--- src/rtl/sdram_aref_sched_if.sv ---
// sdram_aref_sched_if -- auto-refresh scheduler <-> arbiter/command bus.
//   init_end      : initialisation complete (level, driven by the slave side)
//   aref_en       : arbiter grant (driven by the slave side)
//   aref_req      : refresh request to the arbiter
//   aref_end      : one-cycle pulse at the end of the refresh sequence
//   aref_cmd      : {cs_n, ras_n, cas_n, we_n}
//   aref_ba       : bank address
//   aref_addr     : address bus
//   aref_miss_cnt : expiries seen while a request was already pending
//                   (SDRAM_AREF_STAT_EN only)
//   aref_busy     : refresh sequence in progress (SDRAM_AREF_STAT_EN only)
// Optional feature macro: SDRAM_AREF_STAT_EN.
interface sdram_aref_sched_if;
    logic        init_end;
    logic        aref_en;
    logic        aref_req;
    logic        aref_end;
    logic [3:0]  aref_cmd;
    logic [1:0]  aref_ba;
    logic [10:0] aref_addr;
`ifdef SDRAM_AREF_STAT_EN
    logic [7:0]  aref_miss_cnt;
    logic        aref_busy;

    modport master (
        input  init_end, aref_en,
        output aref_req, aref_end, aref_cmd, aref_ba, aref_addr,
        output aref_miss_cnt, aref_busy
    );
    modport slave (
        output init_end, aref_en,
        input  aref_req, aref_end, aref_cmd, aref_ba, aref_addr,
        input  aref_miss_cnt, aref_busy
    );
`else
    modport master (
        input  init_end, aref_en,
        output aref_req, aref_end, aref_cmd, aref_ba, aref_addr
    );
    modport slave (
        output init_end, aref_en,
        input  aref_req, aref_end, aref_cmd, aref_ba, aref_addr
    );
`endif
endinterface

--- src/rtl/sdram_aref_sched.sv ---
// sdram_aref_sched -- SDRAM auto-refresh scheduler and command sequencer.
// Times the refresh interval once initialisation is complete, requests the
// bus from the arbiter and, once granted, issues PRECHARGE-ALL followed by
// AREF_NUM AUTO-REFRESH commands, then pulses aref_end.
// Ports:
//   sys_clk : system clock, rising edge
//   sys_rst : asynchronous active-high reset
//   bus     : sdram_aref_sched_if.master (init_end/aref_en in, request,
//             end pulse, command/bank/address out)
// Optional feature macro: SDRAM_AREF_STAT_EN (miss counter + busy flag).
module sdram_aref_sched #(
    parameter int unsigned REF_CNT_MAX = 750,
    parameter int unsigned TRP_CLK     = 2,
    parameter int unsigned TRC_CLK     = 7,
    parameter int unsigned AREF_NUM    = 2
) (
    input  logic               sys_clk,
    input  logic               sys_rst,
    sdram_aref_sched_if.master bus
);

    localparam logic [3:0] CMD_NOP  = 4'b0111;
    localparam logic [3:0] CMD_PCHA = 4'b0010;
    localparam logic [3:0] CMD_AREF = 4'b0001;

    localparam int unsigned CNT_W    = $clog2(REF_CNT_MAX);
    localparam int unsigned WAIT_MAX = (TRP_CLK > TRC_CLK) ? TRP_CLK : TRC_CLK;
    localparam int unsigned WAIT_W   = $clog2(WAIT_MAX + 1);
    localparam int unsigned NUM_W    = 4;

    typedef enum logic [2:0] {IDLE, PCHA, TRP, AREF, TRF, END} state_t;

    state_t              state, state_next;
    logic [CNT_W-1:0]    ref_cnt, ref_cnt_next;
    logic [WAIT_W-1:0]   wait_cnt;
    logic [NUM_W-1:0]    aref_num;
    logic                expire;
    logic                aref_req;

    // Interval counter: free-running while init_end is high.
    always_comb begin
        ref_cnt_next = '0;
        if (bus.init_end && ref_cnt != CNT_W'(REF_CNT_MAX - 1))
            ref_cnt_next = ref_cnt + CNT_W'(1);
    end

    // Expiry is the edge on which the counter reaches its terminal value.
    assign expire = bus.init_end && (ref_cnt_next == CNT_W'(REF_CNT_MAX - 1));

    always_ff @(posedge sys_clk or posedge sys_rst) begin
        if (sys_rst)
            ref_cnt <= '0;
        else
            ref_cnt <= ref_cnt_next;
    end

    // Grant clears the request even if an expiry lands on the same edge.
    always_ff @(posedge sys_clk or posedge sys_rst) begin
        if (sys_rst)
            aref_req <= 1'b0;
        else if (bus.aref_en)
            aref_req <= 1'b0;
        else if (expire)
            aref_req <= 1'b1;
    end

    assign bus.aref_req = aref_req;

    // State register.
    always_ff @(posedge sys_clk or posedge sys_rst) begin
        if (sys_rst)
            state <= IDLE;
        else
            state <= state_next;
    end

    // Next-state logic.
    always_comb begin
        state_next = state;
        case (state)
            IDLE: if (bus.aref_en && bus.init_end) state_next = PCHA;
            PCHA: state_next = TRP;
            TRP:  if (wait_cnt == WAIT_W'(TRP_CLK - 1)) state_next = AREF;
            AREF: state_next = TRF;
            TRF:  if (wait_cnt == WAIT_W'(TRC_CLK - 1))
                      state_next = (aref_num < NUM_W'(AREF_NUM)) ? AREF : END;
            END:  state_next = IDLE;
            default: state_next = IDLE;
        endcase
    end

    // Wait counter restarts on every state entry.
    always_ff @(posedge sys_clk or posedge sys_rst) begin
        if (sys_rst)
            wait_cnt <= '0;
        else if (state_next != state)
            wait_cnt <= '0;
        else
            wait_cnt <= wait_cnt + WAIT_W'(1);
    end

    // AUTO-REFRESH commands issued in the current sequence.
    always_ff @(posedge sys_clk or posedge sys_rst) begin
        if (sys_rst)
            aref_num <= '0;
        else if (state == AREF)
            aref_num <= aref_num + NUM_W'(1);
        else if (state == END)
            aref_num <= '0;
    end

    // Moore outputs. Bank and address sit at all-ones throughout, which also
    // satisfies the all-banks bit (addr[10]) during PRECHARGE.
    always_comb begin
        bus.aref_cmd  = CMD_NOP;
        bus.aref_ba   = '1;
        bus.aref_addr = '1;
        bus.aref_end  = 1'b0;
        case (state)
            PCHA: begin
                bus.aref_cmd      = CMD_PCHA;
                bus.aref_addr[10] = 1'b1;
            end
            AREF: bus.aref_cmd = CMD_AREF;
            END:  bus.aref_end = 1'b1;
            default: ;
        endcase
    end

`ifdef SDRAM_AREF_STAT_EN
    logic [7:0] miss_cnt;

    always_ff @(posedge sys_clk or posedge sys_rst) begin
        if (sys_rst)
            miss_cnt <= '0;
        else if (expire && aref_req && miss_cnt != 8'hff)
            miss_cnt <= miss_cnt + 8'd1;
    end

    assign bus.aref_miss_cnt = miss_cnt;
    assign bus.aref_busy     = (state != IDLE);
`endif

endmodule

--- src/flat_wrapper.sv ---
// flat-port wrapper written by rule: the top's interface ports become plain ports
module sdram_aref_sched_flat 
#(
    parameter int unsigned REF_CNT_MAX = 750,
    parameter int unsigned TRP_CLK     = 2,
    parameter int unsigned TRC_CLK     = 7,
    parameter int unsigned AREF_NUM    = 2
)
  (sys_clk, sys_rst, bus_init_end, bus_aref_en, bus_aref_req, bus_aref_end, bus_aref_cmd, bus_aref_ba, bus_aref_addr);
  sdram_aref_sched_if bus_i ();
  input  logic sys_clk;
  input  logic sys_rst;
  input wire logic [$bits(bus_i.init_end)-1:0] bus_init_end;
  input wire logic [$bits(bus_i.aref_en)-1:0] bus_aref_en;
  output wire logic [$bits(bus_i.aref_req)-1:0] bus_aref_req;
  output wire logic [$bits(bus_i.aref_end)-1:0] bus_aref_end;
  output wire logic [$bits(bus_i.aref_cmd)-1:0] bus_aref_cmd;
  output wire logic [$bits(bus_i.aref_ba)-1:0] bus_aref_ba;
  output wire logic [$bits(bus_i.aref_addr)-1:0] bus_aref_addr;
  assign bus_i.init_end = bus_init_end;
  assign bus_i.aref_en = bus_aref_en;
  assign bus_aref_req = bus_i.aref_req;
  assign bus_aref_end = bus_i.aref_end;
  assign bus_aref_cmd = bus_i.aref_cmd;
  assign bus_aref_ba = bus_i.aref_ba;
  assign bus_aref_addr = bus_i.aref_addr;
  sdram_aref_sched #(.REF_CNT_MAX(REF_CNT_MAX), .TRP_CLK(TRP_CLK), .TRC_CLK(TRC_CLK), .AREF_NUM(AREF_NUM)) u_core (.sys_clk(sys_clk), .sys_rst(sys_rst), .bus(bus_i));
endmodule
--- config.mk ---
export PLATFORM = sky130hd
export DESIGN_NAME = sdram_aref_sched_flat
export DESIGN_NICKNAME = d
export VERILOG_FILES = /design/src/rtl/sdram_aref_sched_if.sv /design/src/rtl/sdram_aref_sched.sv /design/src/flat_wrapper.sv
export SDC_FILE = /design/constraint.sdc
export NUM_CORES = 1
export LEC_CHECK = 0
export BUFFER_PORTS_ARGS = -buffer_cell sky130_fd_sc_hd__buf_4
export CORE_UTILIZATION = 30
export DETAILED_ROUTE_END_ITERATION = 12
export GPL_ROUTABILITY_DRIVEN = 1
export PLACE_DENSITY_LB_ADDON = 0.08
export SKIP_LAST_GASP = 1
export SYNTH_ARGS = -nofsm -noshare
export SYNTH_HDL_FRONTEND = slang
export SYNTH_SLANG_ARGS = --single-unit
--- constraint.sdc ---
create_clock -name sys_clk -period 2 [get_ports sys_clk]
set_input_delay 0.4 -clock sys_clk [delete_from_list [all_inputs] [get_ports sys_clk]]
set_output_delay 0.4 -clock sys_clk [all_outputs]
set_load 0.02 [all_outputs]
# Word-level counts from Yosys, hierarchy flattened
# Index checks and enable logic that the tools add are counted.
[totals]
reg_bits = 21
in_bits = 4
out_inout_bits = 19
word_cells = 38
[classes]
addsub = 3
magnitude_cmp = 1
n_eq_ne = 10
mux = 13
n_reduce_logical = 6
[ops]
columns = ["op", "n"]
rows = [
  ["3-bit two-way mux", 5],
  ["3-bit one-hot mux with 5 select lines", 1],
  ["10-bit by 1-bit adder with 10-bit output (second input constant)", 1],
  ["10-bit equality test (second input constant)", 1],
  ["10-bit two-way mux", 1],
  ["10-bit != test (second input constant)", 1],
  ["3-bit equality test (second input constant)", 3],
  ["4-bit two-way mux", 2],
  ["3-bit by 1-bit equality test with 1-bit output (second input constant)", 2],
  ["3-bit by 2-bit equality test with 1-bit output (second input constant)", 2],
  ["3-bit one-hot mux with 2 select lines", 1],
  ["4-bit by 1-bit adder with 4-bit output (second input constant)", 1],
  ["4-bit by 2-bit < comparator with 1-bit output (second input constant)", 1],
  ["2-bit nonzero test", 2],
  ["3-bit by 1-bit adder with 3-bit output (second input constant)", 1],
  ["1-bit logical AND", 3],
  ["3-bit logical NOT", 1],
  ["1-bit two-way mux", 3],
  ["3-bit != test", 1],
]

# Depth between registers and ports, before layout
# Gate-level depths: netlist of run 1.
[depth]
depth_word = 7
ltp_mapped = 7
depth_no_buf = 7

# Worst setup path before layout of run 1
# OpenSTA, ideal clock, no wires.
[synth_path]
path_kind = "register to register"
startpoint = "register u_core.ref_cnt[0]"
endpoint = "register u_core.aref_req, in the netlist u_core.bus.aref_req"
setup_ns = 0.101
arrival_ns = 1.836
t_required_ns = 1.899
setup_slack_ns = 0.063
path_stages_with_launch = 6
path_cell_list = "dfrtp_1 -> ha_1 -> xnor2_1 -> or4_1 -> or4_1 -> o32ai_1"
[synth_between]
elab_chain_cells = 6
elab_cells_between_ends = 7
[synth_rtl]
columns = ["item", "line_no", "text"]
rows = [
  ["start: declaration", "sdram_aref_sched.sv:34", "logic [CNT_W-1:0] ref_cnt, ref_cnt_next;"],
  ["start signal: assignment", "sdram_aref_sched.sv:54", "ref_cnt <= ref_cnt_next;"],
  ["parallel branches: the longest is 2 deep, another holds 10-bit by 1-bit adder with 10-bit output", "-", ""],
  ["10-bit two-way mux *", "sdram_aref_sched.sv:43", "if (bus.init_end && ref_cnt != CNT_W'(REF_CNT_MAX - 1))"],
  ["10-bit equality test *", "sdram_aref_sched.sv:48", "assign expire = bus.init_end && (ref_cnt_next == CNT_W'(REF_CNT_MAX - 1));"],
  ["1-bit logical AND *", "sdram_aref_sched.sv:48", ""],
  ["2-bit nonzero test (no line) *", "-", ""],
  ["end signal: assignment", "sdram_aref_sched.sv:60", "aref_req <= 1'b0;"],
  ["end signal: assignment", "sdram_aref_sched.sv:62", "aref_req <= 1'b0;"],
  ["end signal: assignment", "sdram_aref_sched.sv:64", "aref_req <= 1'b1;"],
  ["end: declaration", "sdram_aref_sched.sv:38", "logic aref_req;"],
]
# Every way passes the cells marked *.
# A chain may end at the register's enable or synchronous reset.

# Worst setup path after layout of run 1
[layout_path]
startpoint = "register u_core.ref_cnt[1]"
endpoint = "register u_core.aref_req, in the netlist u_core.bus.aref_req"
# Same word-level chain as after synthesis.

==> flow_metrics.tcl, run 1 <==
set metrics [dict create \
    p_switching_uw 460 \
    final_nets 161 \
    clkLatencyLatePin_ns 0.26 \
    yosys.area.top_type "dfrtp_1" \
    clockBufferDepth 2 \
    crit_arrival_ns 2.14 \
    avgRoutedWirePerCell_um 11.4 \
    postCtsSetupBuffers 0 \
    crit_type "flop to flop" \
    crit_top_cell "or4_1" \
    h-tree-depth 1 \
    drt_iter0_markers 23 \
    clk_pin_slew_ns 0.07 \
    syn_to_final_growth_pct 12.0 \
    clock_power_share 0.214 \
    crit_chain "ha_2 > xnor2_1 > or4_1 > or4_1 > o32ai_2" \
    syn_area_um2 1230 \
    critPathSlowestCell "or4_1" \
    io_pins 23 \
    fin_hold_ws_ns 0.169 \
    fp.dieW_um 66.1 \
    p_per_area_nw_per_um2 933 \
    cp.required_ns 2.17 \
    pwr-share-comb 0.308 \
    p_seq_frac 0.478 \
    dp_hpwl_um 1720 \
    r2r_start "u_core.ref_cnt[1]$_DFF_PP0_" \
    p_leak_nw 0.659 \
    ys_types 33 \
    drt-vias-per-instance 4.61 \
    fp-row-count 22 \
    synth_seq_cells 21 \
    startpoint_type "flop" \
    fp.coreArea_um2 3800 \
    endpoint_kind "flop" \
    dieArea_um2 4370 \
    finalMaxSlewViolations 0 \
    path_max_fanout 4 \
    skew_ns 0.000759 \
    seqCellArea_um2 526 \
    die_h_um 66.1 \
    ys.flop_type "dfrtp_1" \
    drc 0 \
    fmax_ghz 0.507 \
    syn_area_per_cell_um2 9.07 \
    hold_path_class "input pin to async pin" \
    port_buffers 8 \
    finalCritPeriodShare 0.985 \
    r2r_slack_ns 0.03 \
    cts_num_sinks 21 \
    period_needed_ns 1.97 \
    first_pass_iters 4 \
    num_vias 912 \
    gr-usage-all-layers 0.124 \
    fillers 402 \
    cts_buffers 3 \
    synth_edf_count 0 \
    grt_setup_unrepaired "true" \
    diodes 0 \
    timing.final.hold_violations 0 \
    maxCapViolations 0 \
    synth_most_common_cell "dfrtp_1" \
    grt_max_degree 22 \
    synth_commonest_cells "dfrtp_1 (21), nor2_1 (17), buf_4 (15)" \
    ant_nets 0 \
    switching_share 0.357 \
    total_power_mw 1.29 \
    r2r-end "u_core.bus.aref_req$_DFFE_PP0P_" \
    yosys.area.top_type_share 0.426 \
    start_util 0.325 \
    status "finished clean" \
    synth_top_cells_by_area "dfrtp_1 (43%), buf_4 (9.1%), ha_1 (6.1%)" \
    grt_pass1_vias 874 \
    syn_inst 136 \
    antenna_found_initial 0 \
    cts_tree "done" \
    grt_pass1_wl_um 3930 \
    max_stage_delay_ns 0.50 \
    intPower_uw 830 \
    multi_input_area_um2 604 \
    drt-total-wl_um 2250 \
    ys_seq_area_frac 0.426 \
    peakVddDrop_mv 0.431 \
    reg2regPathDepth 5 \
    finalSetupViolations 0 \
    grt_remaining_overflow 0 \
    yosysWarnings 0 \
    synthArstFlopShare 1.00 \
    cts-root-buf "clkbuf_8" \
    layout-drive-gt1-share 0.153 \
    routabilityCongestion 0.755 \
]
-- flip-flops by register name, indices dropped and copies added (netlist names) --
signal	flops
u_core.state	3
u_core.wait_cnt	3
u_core.aref_num	4
u_core.bus.aref_req	1
u_core.ref_cnt	10
-- cell usage in the layout, fill, tap and decap left out, types with 3 or more instances in the layout --
cell,count
a21oi_1,3
and3_1,3
buf_4,14
clkbuf_8,3
conb_1,14
dfrtp_1,21
ha_1,5
inv_1,11
nand2_1,13
nand2b_1,3
nand3_1,3
nor2_1,17
o21ai_0,7
xnor2_1,4
xor2_1,4
-- cell families (layout without fill, tap and decap cells) --
kind of cell | count (synthesis) | after routing | share of synthesized area
compound gates | 20 | 20 | 0.112
xor+xnor | 8 | 8 | 0.0568
buf+inv | 27 | 29 | 0.129
fa+ha+maj | 6 | 6 | 0.0609
simple gates | 52 | 52 | 0.210
other cells | 2 | 14 | 0.00609
flops | 21 | 21 | 0.426
-- repair_timing --
item | CTS | global route
endpoints found under the setup margin | 1 | 1
resized for setup | 1 | 1
hold buffers | 0 | 0
pin swaps | 0 | 0
hold endpoints to repair | 0 | 0
gates cloned | 0 | 0
-- power by group through the flow --
stage	registers (mW)	logic, mW	clock network (mW)
global route	0.633	0.458	0.312
finish	0.616	0.398	0.276
floorplan	0.598	0.328	0
detailed placement	0.624	0.402	0
CTS	0.617	0.404	0.285
global placement	0.625	0.397	0
-- area by class of cell --
cell class              count  share of cell area
repair buffers             14              0.0761
multi-input cells         100               0.438
inverters                  11              0.0299
flip-flops and latches     21               0.380
well taps                  48              0.0435
clock buffers               4              0.0326
-- routing by layer --
layer / share of wire / track usage / vias up
li1: - / - / 453
met1: 0.46 / 0.143 / 437
met2: 0.49 / 0.217 / 18
met3: 0.032 / 0.0207 / 4
met4: 0.017 / 0.0638 / 0
met5: 0 / 0 / -
-- per-stage QoR --
step                      cell area, um2   util  setup WS (ns)  TNS [ns]  cells
after detailed placement            1330  0.349        -0.0110   -0.0110    194
after global placement              1330  0.349         0.0249         0    194
final                               1380  0.364         0.0290         0    198
after global routing                1380  0.364        -0.0685   -0.0685    198
after floorplan                     1280      -         0.0633         0    148
after CTS                           1370  0.362        0.00453         0    198
-- critical path, delay by kind of cell, from the launching register on --
family,cells,cell delay (ns)
AOI/OAI and AO/OA,1,0.21
adders and majority gates,1,0.21
and+or+nand+nor,2,0.92
xor gates and xnor gates,1,0.14
DFF,1,0.41
-- how the worst max path moves through the flow --
stage	startpoint	end	slack, ns
finish	u_core.ref_cnt[1]$_DFF_PP0_	u_core.bus.aref_req$_DFFE_PP0P_	0.03
global route	u_core.ref_cnt[0]$_DFF_PP0_	u_core.bus.aref_req$_DFFE_PP0P_	-0.07
CTS	u_core.ref_cnt[0]$_DFF_PP0_	u_core.bus.aref_req$_DFFE_PP0P_	0.005
detailed placement	u_core.ref_cnt[1]$_DFF_PP0_	u_core.bus.aref_req$_DFFE_PP0P_	-0.01
global placement	u_core.ref_cnt[1]$_DFF_PP0_	u_core.bus.aref_req$_DFFE_PP0P_	0.02
floorplan	u_core.ref_cnt[0]$_DFF_PP0_	u_core.bus.aref_req$_DFFE_PP0P_	0.06
Power figures use the tool's default switching activity.
==> inputs of run 2 (changes only) <==
--- a/config.mk
+++ b/config.mk
@@ -6,10 +6,11 @@
 export NUM_CORES = 1
 export LEC_CHECK = 0
 export BUFFER_PORTS_ARGS = -buffer_cell sky130_fd_sc_hd__buf_4
-export CORE_UTILIZATION = 30
+export CORE_UTILIZATION = 45
 export DETAILED_ROUTE_END_ITERATION = 12
 export GPL_ROUTABILITY_DRIVEN = 1
 export PLACE_DENSITY_LB_ADDON = 0.08
+export REMOVE_ABC_BUFFERS = 1
 export SKIP_LAST_GASP = 1
 export SYNTH_ARGS = -nofsm -noshare
 export SYNTH_HDL_FRONTEND = slang
==> run 2 against run 1 <==
Against the previous run:
- design area is the same
- sequential share of layout area is 0.18 points higher
- core utilization grew 18 points
- hold slack lost 0.057 ns
- flip-flop and latch count stayed put
- global-route usage grew 4.8 points
- critical path depth stayed put
- routed wire length fell by 2.7%
- largest cell class unchanged
- die area is 32% lower
- sequential power barely moved
==> flow_metrics.tcl, run 2 (synthesis gave the netlist of run 1 again) <==
set metrics [dict create \
    status "finished clean" \
    clk_pin_slew_ns 0.12 \
    reg_top3 "u_core.ref_cnt x10, u_core.aref_num x4" \
    fin_cells 180 \
    diodes 0 \
    avgRoutedWirePerCell_um 12.2 \
    cts-root-buf "clkbuf_4" \
    postCtsSetupBuffers 0 \
    finalMaxSlewViolations 0 \
    hold_path_class "input pin to async pin" \
    grt.busiest_layer "met2" \
    r2r-end "u_core.bus.aref_req$_DFFE_PP0P_" \
    fmax_ghz 0.505 \
    final_nets 161 \
    antenna_found_initial 0 \
    grt_setup_unrepaired "true" \
    drt-vias-per-instance 4.99 \
    dieArea_um2 2960 \
    die_h_um 54.4 \
    h-tree-depth 1 \
    cp.required_ns 2.22 \
    fin_util 0.543 \
    grt_util_met3 0.0250 \
    p_per_area_nw_per_um2 895 \
    clockBufferDepth 2 \
    finalSetupViolations 0 \
    clkLatencyLatePin_ns 0.30 \
    gr-usage-met1 0.203 \
    grt_remaining_overflow 0 \
    drc 0 \
    crit_chain "ha_4 > xnor2_2 > or4_1 > or4_4 > o32ai_2" \
    cp-startpoint "u_core.ref_cnt[0]$_DFF_PP0_" \
    critPathCapture "u_core.bus.aref_req$_DFFE_PP0P_" \
    layout-drive-gt1-share 0.193 \
    grt_max_degree 22 \
    largest_reg_flops 10 \
    port_buffers 8 \
    fp.dieW_um 54.4 \
    endpoint_kind "flop" \
    critPathSlowestCell "or4_1" \
    start_util 0.485 \
    skew_ns 0.000826 \
    num_vias 899 \
    crit_family "simple AND/OR/NAND/NOR gates" \
    fin_ws_ns 0.0182 \
    largest-register "u_core.ref_cnt" \
    grt_pass1_vias 865 \
    drt_iter0_markers 16 \
    r2r_start "u_core.ref_cnt[0]$_DFF_PP0_" \
    startpoint_type "flop" \
    pre_cts_ws_ns -0.0389 \
    placed_cells 176 \
    syn_to_final_growth_pct 12.0 \
    cts_buffers 3 \
    cts_num_sinks 21 \
    max_stage_delay_ns 0.49 \
    io_pins 23 \
    r2r_slack_ns 0.02 \
    mostFrequentLayoutCells "dfrtp_1 (19), nor2_1 (17), conb_1 (14)" \
    drt-total-wl_um 2190 \
    finalCritPeriodShare 0.991 \
    first_pass_iters 4 \
    fp-row-count 18 \
    ant_nets 0 \
    grt_pass1_wl_um 3580 \
    gr-usage-all-layers 0.172 \
    crit_buf_inv 0 \
    peakVddDrop_mv 0.503 \
    gr-usage-met2 0.305 \
    crit_cells 5 \
    p_leak_nw 0.656 \
    cts_tree "done" \
    maxCapViolations 0 \
    timing.final.hold_violations 0 \
    fp.coreArea_um2 2540 \
    period_needed_ns 1.98 \
    reg2regPathDepth 5 \
    mostFrequentLayoutCell "dfrtp_1" \
    crit_type "flop to flop" \
    routabilityCongestion 0.834 \
    dp_hpwl_um 1630 \
    path_max_fanout 4 \
    crit_arrival_ns 2.20 \
]
## run 2: cell type report
| class | instances | area [um2] |
|---|---|---|
| flip-flops and latches | 21 | 528 |
| repair buffers | 14 | 109 |
| fillers | 241 | 1160 |
| clock buffers | 3 | 22.5 |
| multi-input cells | 100 | 638 |
| inverters | 11 | 41.3 |
| well taps | 30 | 37.5 |
| clock inverters | 1 | 5.00 |
## run 2: stage by stage
step	cell area, um2	setup TNS (ns)	hold slack, ns	power (mW)
4_1_cts	1350	-0.0150	0.113	1.24
3_3_place_gp	1300	0	0.451	1.01
5_1_grt	1380	-0.0759	0.130	1.34
2_1_floorplan	1160	0	0.377	0.903
3_5_place_dp	1300	-0.0389	0.461	1.03
6_report	1380	0	0.112	1.24
## run 2: how the worst min path moves through the flow
| stage | cells past startpoint | to | slack (ns) | from |
|---|---|---|---|---|
| finish | 3 | u_core.ref_cnt[6]$_DFF_PP0_ | 0.11 | sys_rst |
| global route | 3 | u_core.ref_cnt[3]$_DFF_PP0_ | 0.13 | sys_rst |
| CTS | 3 | u_core.ref_cnt[3]$_DFF_PP0_ | 0.11 | sys_rst |
| detailed placement | 3 | u_core.aref_num[2]$_DFFE_PP0P_ | 0.46 | sys_rst |
| global placement | 3 | u_core.ref_cnt[3]$_DFF_PP0_ | 0.45 | sys_rst |
| floorplan | 1 | u_core.aref_num[0]$_DFFE_PP0P_ | 0.38 | sys_rst |
## run 2: layer usage
layer | share of wire | wire, um
met2 | 0.50 | 1100
met5 | 0 | 0
met3 | 0.031 | 69
met4 | 0.0087 | 19
met1 | 0.46 | 1000
## run 2: power breakdown
part | switching, mW | internal, mW
registers | 0.105 | 0.514
clock network | 0.130 | 0.0745
logic | 0.232 | 0.181
## run 2: repair_timing
action,4_1_cts,5_1_grt
pin swaps,0,1
hold buffers,0,0
resized for setup,3,6
endpoints found under the setup margin,1,2
## run 2: worst reg2reg max path: cells and delay by family, from the launching register on
kind / cells / cell delay, ns
adders and majority gates: 1 / 0.19
and+or+nand+nor: 2 / 0.92
DFF: 1 / 0.46
xor gates and xnor gates: 1 / 0.13
AOI/OAI and AO/OA: 1 / 0.20
==> inputs of run 3 (changes only) <==
--- a/config.mk
+++ b/config.mk
@@ -6,6 +6,7 @@
 export NUM_CORES = 1
 export LEC_CHECK = 0
 export BUFFER_PORTS_ARGS = -buffer_cell sky130_fd_sc_hd__buf_4
+export CORE_ASPECT_RATIO = 1.5
 export CORE_UTILIZATION = 45
 export DETAILED_ROUTE_END_ITERATION = 12
 export GPL_ROUTABILITY_DRIVEN = 1
==> run 3 against run 2 <==
Against the previous run:
- the run now ends with negative setup slack left
- final cell count grew 2.8%
- critical path depth grew 1
- setup slack lost 0.027 ns
- power shrank 0.94%
- first-iteration DRC count shrank 6.3%
- hold slack gained 0.0033 ns
- sequential power is essentially flat
- via count grew 3.3%
- routed wire length grew 2.6%
- critical endpoint unchanged
==> flow_metrics.tcl, run 3 (synthesis gave the netlist of run 1 again) <==
set metrics [dict create \
    diodes 0 \
    hold_path_class "input pin to async pin" \
    avgRoutedWirePerCell_um 12.2 \
    ant_nets 0 \
    peakVddDrop_mv 0.537 \
    crit_family "simple AND/OR/NAND/NOR gates" \
    fp-row-count 22 \
    grt_setup_unrepaired "true" \
    finalSetupViolations 1 \
    endpoint_kind "flop" \
    timing.slew.headroom 0.671 \
    finalMaxSlewViolations 0 \
    drt-vias-per-instance 5.02 \
    mostFrequentLayoutCell "dfrtp_1" \
    clk_pin_slew_ns 0.12 \
    worst_slew_pin_slew_ns 0.490 \
    syn_to_final_growth_pct 9.64 \
    largest_reg_flops 10 \
    critPathSlowestCell "or4_4" \
    grt_remaining_overflow 0 \
    final_area_um2 1350 \
    post_dp_cell_area_um2 1300 \
    crit_arrival_ns 2.23 \
    fp.dieW_um 44.8 \
    fp.coreArea_um2 2530 \
    max_stage_delay_ns 0.43 \
    p_leak_nw 0.648 \
    timing.final.hold_violations 0 \
    largest-register "u_core.ref_cnt" \
    num_vias 929 \
    fin_util 0.534 \
    routabilityCongestion 0.858 \
    clkLatencyLatePin_ns 0.30 \
    dieArea_um2 2960 \
    cp.required_ns 2.22 \
    io_pins 23 \
    period_needed_ns 2.01 \
    drt_iter0_markers 15 \
    postCtsSetupBuffers 0 \
    drt-total-wl_um 2250 \
    final_nets 160 \
    gr-usage-all-layers 0.177 \
    antenna_found_initial 0 \
    cts-root-buf "clkbuf_4" \
    status "complete, but fails checks" \
    crit_chain "buf_4 > ha_1 > nand2_1 > or4_1 > or4_4 > o32ai_2" \
    startpoint_type "flop" \
    grt_pass1_wl_um 3820 \
    die_h_um 66.1 \
    dp_hpwl_um 1790 \
    cts_buffers 3 \
    failed_checks "negative setup slack" \
    start_util 0.487 \
    skew_ns 0.00570 \
    reg_top3 "u_core.ref_cnt x10, u_core.aref_num x4" \
    layout-drive-gt1-share 0.168 \
    crit_buf_inv 1 \
    first_pass_iters 4 \
    grt_pass1_vias 903 \
    cts_tree "done" \
    finalCritPeriodShare 1.00 \
    maxCapViolations 0 \
    path_max_fanout 4 \
    cts_num_sinks 21 \
    drc 0 \
    fin_ws_ns -0.00909 \
    port_buffers 8 \
    grt_max_degree 22 \
    mostFrequentLayoutCells "dfrtp_1 (21), nor2_1 (17), conb_1 (14)" \
    fmax_ghz 0.498 \
    h-tree-depth 1 \
    p_per_area_nw_per_um2 906 \
    clockBufferDepth 2 \
    crit_type "flop to flop" \
    r2r_slack_ns -0.009 \
]
run 3: changes by cell type in the layout (fill, tap and decap cells not counted), sizes merged:
| cell | delta |
|---|---|
| buf | -1 |
| clkinv | -1 |
| clkbuf | +1 |
run 3: path summary, 6_finish.rpt:
check,start,to,depth (start not counted)
setup / recovery,u_core.ref_cnt[0]$_DFF_PP0_,u_core.bus.aref_req$_DFFE_PP0P_,6
hold / removal,sys_rst,u_core.state[2]$_DFF_PP0_,3
setup reg to reg,u_core.ref_cnt[0]$_DFF_PP0_,u_core.bus.aref_req$_DFFE_PP0P_,6
hold reg to reg,u_core.wait_cnt[0]$_DFF_PP0_,u_core.wait_cnt[0]$_DFF_PP0_,1
max in group asynchronous,sys_rst,u_core.ref_cnt[6]$_DFF_PP0_,3
min in group sys_clk,bus_aref_en,u_core.bus.aref_req$_DFFE_PP0P_,2
run 3: per-layer routing:
| layer | global-route usage | part of all wire |
|---|---|---|
| met3 | 0.0164 | 0.021 |
| met2 | 0.342 | 0.57 |
| met1 | 0.182 | 0.39 |
| met5 | 0 | 0 |
| met4 | 0.0795 | 0.016 |
run 3: where the power goes:
group / internal (mW) / total [mW] / leakage (nW) / switching (mW)
Combinational: 0.175 / 0.403 / 0.351 / 0.228
Clock: 0.0777 / 0.202 / 0.0150 / 0.124
Sequential: 0.513 / 0.620 / 0.282 / 0.107
Total: 0.766 / 1.23 / 0.648 / 0.459
run 3: what timing repair did:
action                                  4_1_cts  5_1_grt
gates resized for setup                       3        2
hold buffers                                  0        0
endpoints found under the setup margin        1        3
run 3: final cells by class:
| type | instances | area [um2] |
|---|---|---|
| Sequential cell | 21 | 526 |
| Inverter | 11 | 41.3 |
| Clock buffer | 4 | 26.3 |
| Fill cell | 256 | 1180 |
| Tap cell | 36 | 45.0 |
| Multi-Input combinational cell | 100 | 617 |
| Timing Repair Buffer | 13 | 97.6 |
run 3: through the flow:
stage	instances	setup TNS [ns]	hold WS, ns	total power [mW]	worst slack (ns)
CTS	185	-0.0192	0.116	1.24	-0.0192
global placement	181	0	0.450	1.01	0.0339
detailed placement	181	-0.0575	0.462	1.04	-0.0575
finish	185	-0.00909	0.116	1.23	-0.00909
floorplan	132	0	0.377	0.903	0.0633
global route	185	-0.0577	0.130	1.32	-0.0577
run 3: worst reg2reg max path, cell delays in order, from the launching register on:
cell and delay [ns]:
dfrtp_1 0.41, buf_4 0.15, ha_1 0.28, nand2_1 0.05, or4_1 0.40, or4_4 0.43
o32ai_2 0.21
